**src/rtl/sim_finish_ctrl_pkg.sv**
```systemverilog
// Shared types for the simulation end-of-test controller.
// Exit causes, FSM states and the default tohost address.
package riscv_sim_pkg;

  typedef enum logic [1:0] {
    NONE    = 2'd0,
    TOHOST  = 2'd1,
    LOOP    = 2'd2,
    TIMEOUT = 2'd3
  } exit_cause_e;

  typedef enum logic [1:0] {
    RUN   = 2'd0,
    DRAIN = 2'd1,
    DONE  = 2'd2
  } finish_state_e;

  localparam logic [31:0] TOHOST_ADDR_DEFAULT = 32'h0000_0400;

endpackage

```
**src/rtl/sim_finish_ctrl_if.sv**
```systemverilog
// Core-side store/retire bundle watched by the finish controller.
// mmio_hit flows back to gate the data-memory write.
interface sim_finish_ctrl_if;
  logic        mem_we;
  logic [31:0] mem_addr;
  logic [31:0] mem_wdata;
  logic        retire;
  logic [31:0] retire_pc;
  logic        mmio_hit;

  modport master (
    output mem_we,
    output mem_addr,
    output mem_wdata,
    output retire,
    output retire_pc,
    input  mmio_hit
  );

  modport slave (
    input  mem_we,
    input  mem_addr,
    input  mem_wdata,
    input  retire,
    input  retire_pc,
    output mmio_hit
  );
endinterface

```
**src/rtl/sim_finish_ctrl_sat_counter.sv**
```systemverilog
// Saturating up-counter with enable and freeze.
// Holds at all-ones instead of wrapping.
module sat_counter #(
  parameter int W = 32
) (
  input  logic         clk,
  input  logic         rst,
  input  logic         en,
  input  logic         freeze,
  output logic [W-1:0] q
);

  always_ff @(posedge clk or posedge rst) begin
    if (rst) begin
      q <= '0;
    end else if (en && !freeze && q != {W{1'b1}}) begin
      q <= q + W'(1);
    end
  end

endmodule

```
**src/rtl/sim_finish_ctrl.sv**
```systemverilog
// End-of-test controller: detects tohost, self-loop or timeout,
// drains a few cycles, then raises a sticky finish_flag.
module sim_finish_ctrl
  import riscv_sim_pkg::*;
#(
  parameter logic [31:0] TOHOST_ADDR    = TOHOST_ADDR_DEFAULT,
  parameter int          DRAIN_CYCLES   = 3,
  parameter int          LOOP_LIMIT     = 4,
  parameter int          TIMEOUT_CYCLES = 100000,
  parameter int          CNT_W          = 32
) (
  input  logic             clock,
  input  logic             rst,
  sim_finish_ctrl_if.slave bus,
  output logic             finish_flag,
  output logic [1:0]       exit_cause,
  output logic [30:0]      exit_code,
  output logic             pass,
  output logic [CNT_W-1:0] cycle_count,
  output logic [CNT_W-1:0] instret_count
);

  localparam int RW = $clog2(LOOP_LIMIT + 1);
  localparam int DW = $clog2(DRAIN_CYCLES + 1);
  localparam logic [CNT_W-1:0] TO_LAST =
    CNT_W'(TIMEOUT_CYCLES - 1);

  finish_state_e state, state_nxt;
  exit_cause_e   cause_q, cause_nxt;
  logic [30:0]   code_q;
  logic [DW-1:0] drain_cnt;
  logic [RW-1:0] rep_cnt, rep_nxt;
  logic [31:0]   last_pc;
  logic          run;
  logic          ev_tohost, ev_loop;
  logic          ev_timeout, ev_any;

  assign run = (state == RUN);

  assign bus.mmio_hit = bus.mem_we &&
    (bus.mem_addr == TOHOST_ADDR);

  sat_counter #(.W(CNT_W)) u_cycle (
    .clk    (clock),
    .rst    (rst),
    .en     (1'b1),
    .freeze (!run),
    .q      (cycle_count)
  );

  sat_counter #(.W(CNT_W)) u_instret (
    .clk    (clock),
    .rst    (rst),
    .en     (bus.retire),
    .freeze (!run),
    .q      (instret_count)
  );

  // rep_cnt==0 means no retire seen yet, so the first PC never matches
  always_comb begin
    rep_nxt = rep_cnt;
    if (bus.retire) begin
      if (rep_cnt != '0 && bus.retire_pc == last_pc)
        rep_nxt = rep_cnt + RW'(1);
      else
        rep_nxt = RW'(1);
    end
  end

  assign ev_tohost  = run && bus.mmio_hit &&
    bus.mem_wdata[0];
  assign ev_loop    = run && bus.retire &&
    (rep_nxt == RW'(LOOP_LIMIT));
  assign ev_timeout = run && (cycle_count == TO_LAST);
  assign ev_any     = ev_tohost | ev_loop | ev_timeout;

  always_comb begin
    cause_nxt = NONE;
    priority case (1'b1)
      ev_tohost:  cause_nxt = TOHOST;
      ev_loop:    cause_nxt = LOOP;
      ev_timeout: cause_nxt = TIMEOUT;
      default:    cause_nxt = NONE;
    endcase
  end

  always_ff @(posedge clock or posedge rst) begin
    if (rst) begin
      rep_cnt <= '0;
      last_pc <= '0;
    end else if (run && bus.retire) begin
      rep_cnt <= rep_nxt;
      last_pc <= bus.retire_pc;
    end
  end

  always_ff @(posedge clock or posedge rst) begin
    if (rst) begin
      cause_q   <= NONE;
      code_q    <= '0;
      drain_cnt <= '0;
    end else if (ev_any) begin
      cause_q   <= cause_nxt;
      code_q    <= (cause_nxt == TOHOST) ?
        bus.mem_wdata[31:1] : '0;
      drain_cnt <= DW'(DRAIN_CYCLES - 1);
    end else if (state == DRAIN && drain_cnt != '0) begin
      drain_cnt <= drain_cnt - DW'(1);
    end
  end

  always_ff @(posedge clock or posedge rst) begin
    if (rst) state <= RUN;
    else     state <= state_nxt;
  end

  always_comb begin
    state_nxt = state;
    unique case (state)
      RUN:     if (ev_any) state_nxt = DRAIN;
      DRAIN:   if (drain_cnt == '0) state_nxt = DONE;
      DONE:    state_nxt = DONE;
      default: state_nxt = RUN;
    endcase
  end

  always_comb begin
    finish_flag = (state == DONE);
    exit_cause  = cause_q;
    exit_code   = code_q;
    pass        = (cause_q == TOHOST) && (code_q == '0);
  end

endmodule
```
**src/flat_wrapper.sv**
```systemverilog
// flat-port wrapper written by rule: the top's interface ports become plain ports
module sim_finish_ctrl_flat import riscv_sim_pkg::*;
#(
  parameter logic [31:0] TOHOST_ADDR    = TOHOST_ADDR_DEFAULT,
  parameter int          DRAIN_CYCLES   = 3,
  parameter int          LOOP_LIMIT     = 4,
  parameter int          TIMEOUT_CYCLES = 100000,
  parameter int          CNT_W          = 32
)
  (clock, rst, finish_flag, exit_cause, exit_code, pass, cycle_count, instret_count, bus_mem_we, bus_mem_addr, bus_mem_wdata, bus_retire, bus_retire_pc, bus_mmio_hit);
  sim_finish_ctrl_if bus_i ();
  input  logic clock;
  input  logic rst;
  output logic finish_flag;
  output logic [1:0] exit_cause;
  output logic [30:0] exit_code;
  output logic pass;
  output logic [CNT_W-1:0] cycle_count;
  output logic [CNT_W-1:0] instret_count;
  input wire logic [$bits(bus_i.mem_we)-1:0] bus_mem_we;
  input wire logic [$bits(bus_i.mem_addr)-1:0] bus_mem_addr;
  input wire logic [$bits(bus_i.mem_wdata)-1:0] bus_mem_wdata;
  input wire logic [$bits(bus_i.retire)-1:0] bus_retire;
  input wire logic [$bits(bus_i.retire_pc)-1:0] bus_retire_pc;
  output wire logic [$bits(bus_i.mmio_hit)-1:0] bus_mmio_hit;
  assign bus_i.mem_we = bus_mem_we;
  assign bus_i.mem_addr = bus_mem_addr;
  assign bus_i.mem_wdata = bus_mem_wdata;
  assign bus_i.retire = bus_retire;
  assign bus_i.retire_pc = bus_retire_pc;
  assign bus_mmio_hit = bus_i.mmio_hit;
  sim_finish_ctrl #(.TOHOST_ADDR(TOHOST_ADDR), .DRAIN_CYCLES(DRAIN_CYCLES), .LOOP_LIMIT(LOOP_LIMIT), .TIMEOUT_CYCLES(TIMEOUT_CYCLES), .CNT_W(CNT_W)) u_core (.clock(clock), .rst(rst), .bus(bus_i), .finish_flag(finish_flag), .exit_cause(exit_cause), .exit_code(exit_code), .pass(pass), .cycle_count(cycle_count), .instret_count(instret_count));
endmodule
```
**config.mk**
```make
export PLATFORM = sky130hd
export DESIGN_NAME = sim_finish_ctrl_flat
export DESIGN_NICKNAME = d
export VERILOG_FILES = /design/src/rtl/sim_finish_ctrl_pkg.sv /design/src/rtl/sim_finish_ctrl_if.sv /design/src/rtl/sim_finish_ctrl_sat_counter.sv /design/src/rtl/sim_finish_ctrl.sv /design/src/flat_wrapper.sv
export SDC_FILE = /design/constraint.sdc
export NUM_CORES = 1
export LEC_CHECK = 0
export CAP_MARGIN = 0
export CORE_MARGIN = 3
export CORE_UTILIZATION = 42
export CTS_CLUSTER_SIZE = 25
export DETAILED_ROUTE_END_ITERATION = 10
export PLACE_DENSITY = 0.81
export SKIP_LAST_GASP = 1
export SYNTH_ARGS = -nofsm -noshare
export SYNTH_HDL_FRONTEND = slang
export SYNTH_SLANG_ARGS = --single-unit
```
**constraint.sdc**
```tcl
create_clock -name clock -period 5.4 [get_ports clock]
set_input_delay 1.62 -clock clock [delete_from_list [all_inputs] [get_ports clock]]
set_output_delay 1.62 -clock clock [all_outputs]
set_load 0.005 [all_outputs]
```
==> out/results.ini <==
[outcome]
outcome = complete, no violations

[placed_design]
place_congestion = 0.839
dp_hpwl_mm = 11.9
port_buffers = 199

[final_layout]
utilization_pct = 62.3
layout-drive-gt1-share_pct = 7.39
final_cell_mix = 199 x clkdlybuf4s50_1, 136 x dfrtp_1, 126 x nand2_1
layout_commonest_cell = clkdlybuf4s50_1
finalNetCount = 934
area_delta_synth_final_pct = 43.3
n_antenna_cell = 0

[drt]
route.met3.wl_mm = 1.34
drtIter0Drc = 352
vias = 5411
top_layer = met4
wl_met2_mm = 8.15
ant_nets = 0
drtPass1Iterations = 5
drc = 0
vias_per_cell = 5.29
wl_met1_mm = 6.94
wirelength_mm = 16.6
wl_per_cell_um = 16.3

[critical_path]
max_stage_delay_ns = 0.59
critical_path.max_fanout = 2
cpMostUsedCell = clkdlybuf4s50_1
path_cells = clkdlybuf4s50_1, nor4b_1, nand4_1, nor4_1, clkdlybuf4s50_1
endpoint_kind = output port
crit_required_ns = 3.78
crit_path_top_delay_cell = clkdlybuf4s50_1
path_class = in2out
r2r_start = u_core.state[0]
cp_data_arrival_time_ns = 3.54
start_kind = primary input
crit_start = bus_mem_addr[8]

[sta]
finClkSkew_ns = 0.00818
setup_violations = 0
slew_viol_final = 0
fin_crit_ns = 5.16
max_freq_mhz = 194
whs_ns = 0.481
rsz0062_at_grt = false
final_hold_viol_count = 0
fin_tns_setup_ns = 0
period_share_pct = 95.5
worst_slew_pin_slew_ns = 0.996
slew_headroom_pct = 33.6

[synthesis]
syn_nets = 729
yosys_register_bits = 136
yosysTopAreaCell = dfrtp_1
synthTopCellsByArea = dfrtp_1 53%, xor2_1 7.9%, nand2_1 7.4%
yosys_warnings = 0
avgSynthCellArea_um2 = 10.3
synth_edf_count = 0
yosys_most_used_dff = dfrtp_1
synth-seq-area-share_pct = 53.0
synth_top_area_share_pct = 53.0
synthArstFlopShare_pct = 100
syn_inst = 621
syn_area_um2 = 6420
ys_types = 45

[pwr]
peakVddDrop_mv = 0.179
netSwitchingFraction_pct = 20.9
p_int_w = 0.00179
p_leak_nw = 4.17
p_clk_share_pct = 49.9
p_comb_share_pct = 5.0
p_switching_w = 0.000472
seq_power_share_pct = 45.1
power-per-cell-area_nw_per_um2 = 246

[min_path]
min_from = u_core.u_instret.q[30]
hp-class = reg2reg

[clocking]
cts_htree_levels = 4
post_cts_resized = 0
cts_sinks = 136
clk_path_buf_depth = 2
cts_tree = done
hold_buffers = 0
postCtsSetupBuffers = 0
clkTransAtPathRegs_ns = 0.05
cts_root_buf = clkbuf_16
cts_buffers = 17
clock_latency_ns = 0.42

[die]
initial_core_util_pct = 43.5
dieArea_um2 = 16800
rows = 44
die_x_um = 130
core_um2 = 14800
die_h_um = 130
ios = 200

[global_route]
grt_pass1_wl_mm = 26.4
antenna_found_initial = 0
groute.usage.overall_pct = 19.8
grt_max_degree = 112
grt-ovfl-total = 0
grt_pass1_vias = 5348

[flow_run]
drv_cap = 0

worst paths after layout:
kind,endpoint,slack [ns],depth (start not counted)
worst max-delay path,bus_mmio_hit,0.24,5
worst min-delay path,u_core.u_instret.q[30],0.48,1
worst max register to register,u_core.u_instret.q[29],2.56,8
worst min register to register,u_core.u_instret.q[30],0.48,1
max in group asynchronous,u_core.u_cycle.q[16],2.77,3
min in group asynchronous,u_core.u_cycle.q[30],1.80,2
state kept, by name, indices dropped and copies added, names as in the netlist:
name                flops
u_core.exit_cause       2
u_core.last_pc         32
u_core.state            2
u_core.rep_cnt          3
u_core.exit_code       31
u_core.drain_cnt        2
u_core.u_instret.q     32
u_core.u_cycle.q       32
through the flow:
step                total power, W  std cells  setup slack, ns  instance area (um2)
floorplan                  0.00106        621            0.141                 6420
global placement           0.00115        991            0.219                 8610
detailed placement         0.00115        991            0.226                 8610
CTS                        0.00228       1023            0.205                 9190
global route               0.00234       1023           0.0541                 9190
finish                     0.00226       1023            0.242                 9190
cell usage after synthesis (2+ instances only):
master	number
nor2b_1	2
o31ai_1	2
nand4_1	19
dfrtp_1	136
ha_1	8
inv_1	20
nor4_1	35
and3_1	7
or4_1	3
nor3_1	12
xnor2_1	36
buf_2	6
nor2_1	28
or2_2	2
a21oi_1	5
mux2_2	3
o41ai_2	2
and4_1	3
nand3_1	25
nor4b_1	3
or3_1	10
a32o_1	31
xor2_1	58
clkbuf_1	14
o21ai_0	4
nand2_1	126
o22ai_1	2
nor4_2	2
worst max-delay path, delay by kind of cell:
kind                   cells  cell delay, ns
and+or+nand+nor            3            0.91
buffers and inverters      2            1.02
layer usage:
metal  global-route usage, %  vias to the layer above
met5                       0                        -
met3                    6.31                       20
met1                    25.0                     2595
li1                        -                     2593
met2                    33.0                      203
met4                    5.87                        0
power groups by stage:
stage               sequential [W]  combinational (W)  clock [W]
floorplan                  0.00104          0.0000256          0
global placement           0.00104           0.000113          0
detailed placement         0.00104           0.000114          0
CTS                        0.00102           0.000115    0.00115
global route               0.00102           0.000121    0.00120
finish                     0.00102           0.000112    0.00113
logic make-up after synthesis:
kind of cell / synth area share, %
AOI/OAI and AO/OA: 6.77
DFF: 53.0
xor gates and xnor gates: 12.8
muxes: 0.526
adders and majority gates: 1.56
buffers and inverters: 2.75
and+or+nand+nor: 22.5
area by class of cell:
class | count | area [um2]
Clock buffer | 19 | 453
Sequential cell | 136 | 3400
Clock inverter | 13 | 129
Multi-Input combinational cell | 443 | 2840
Inverter | 20 | 80.1
Tap cell | 184 | 230
Fill cell | 1219 | 5560
Timing Repair Buffer | 208 | 2060
Note: power is estimated with default switching activity, not from simulation.
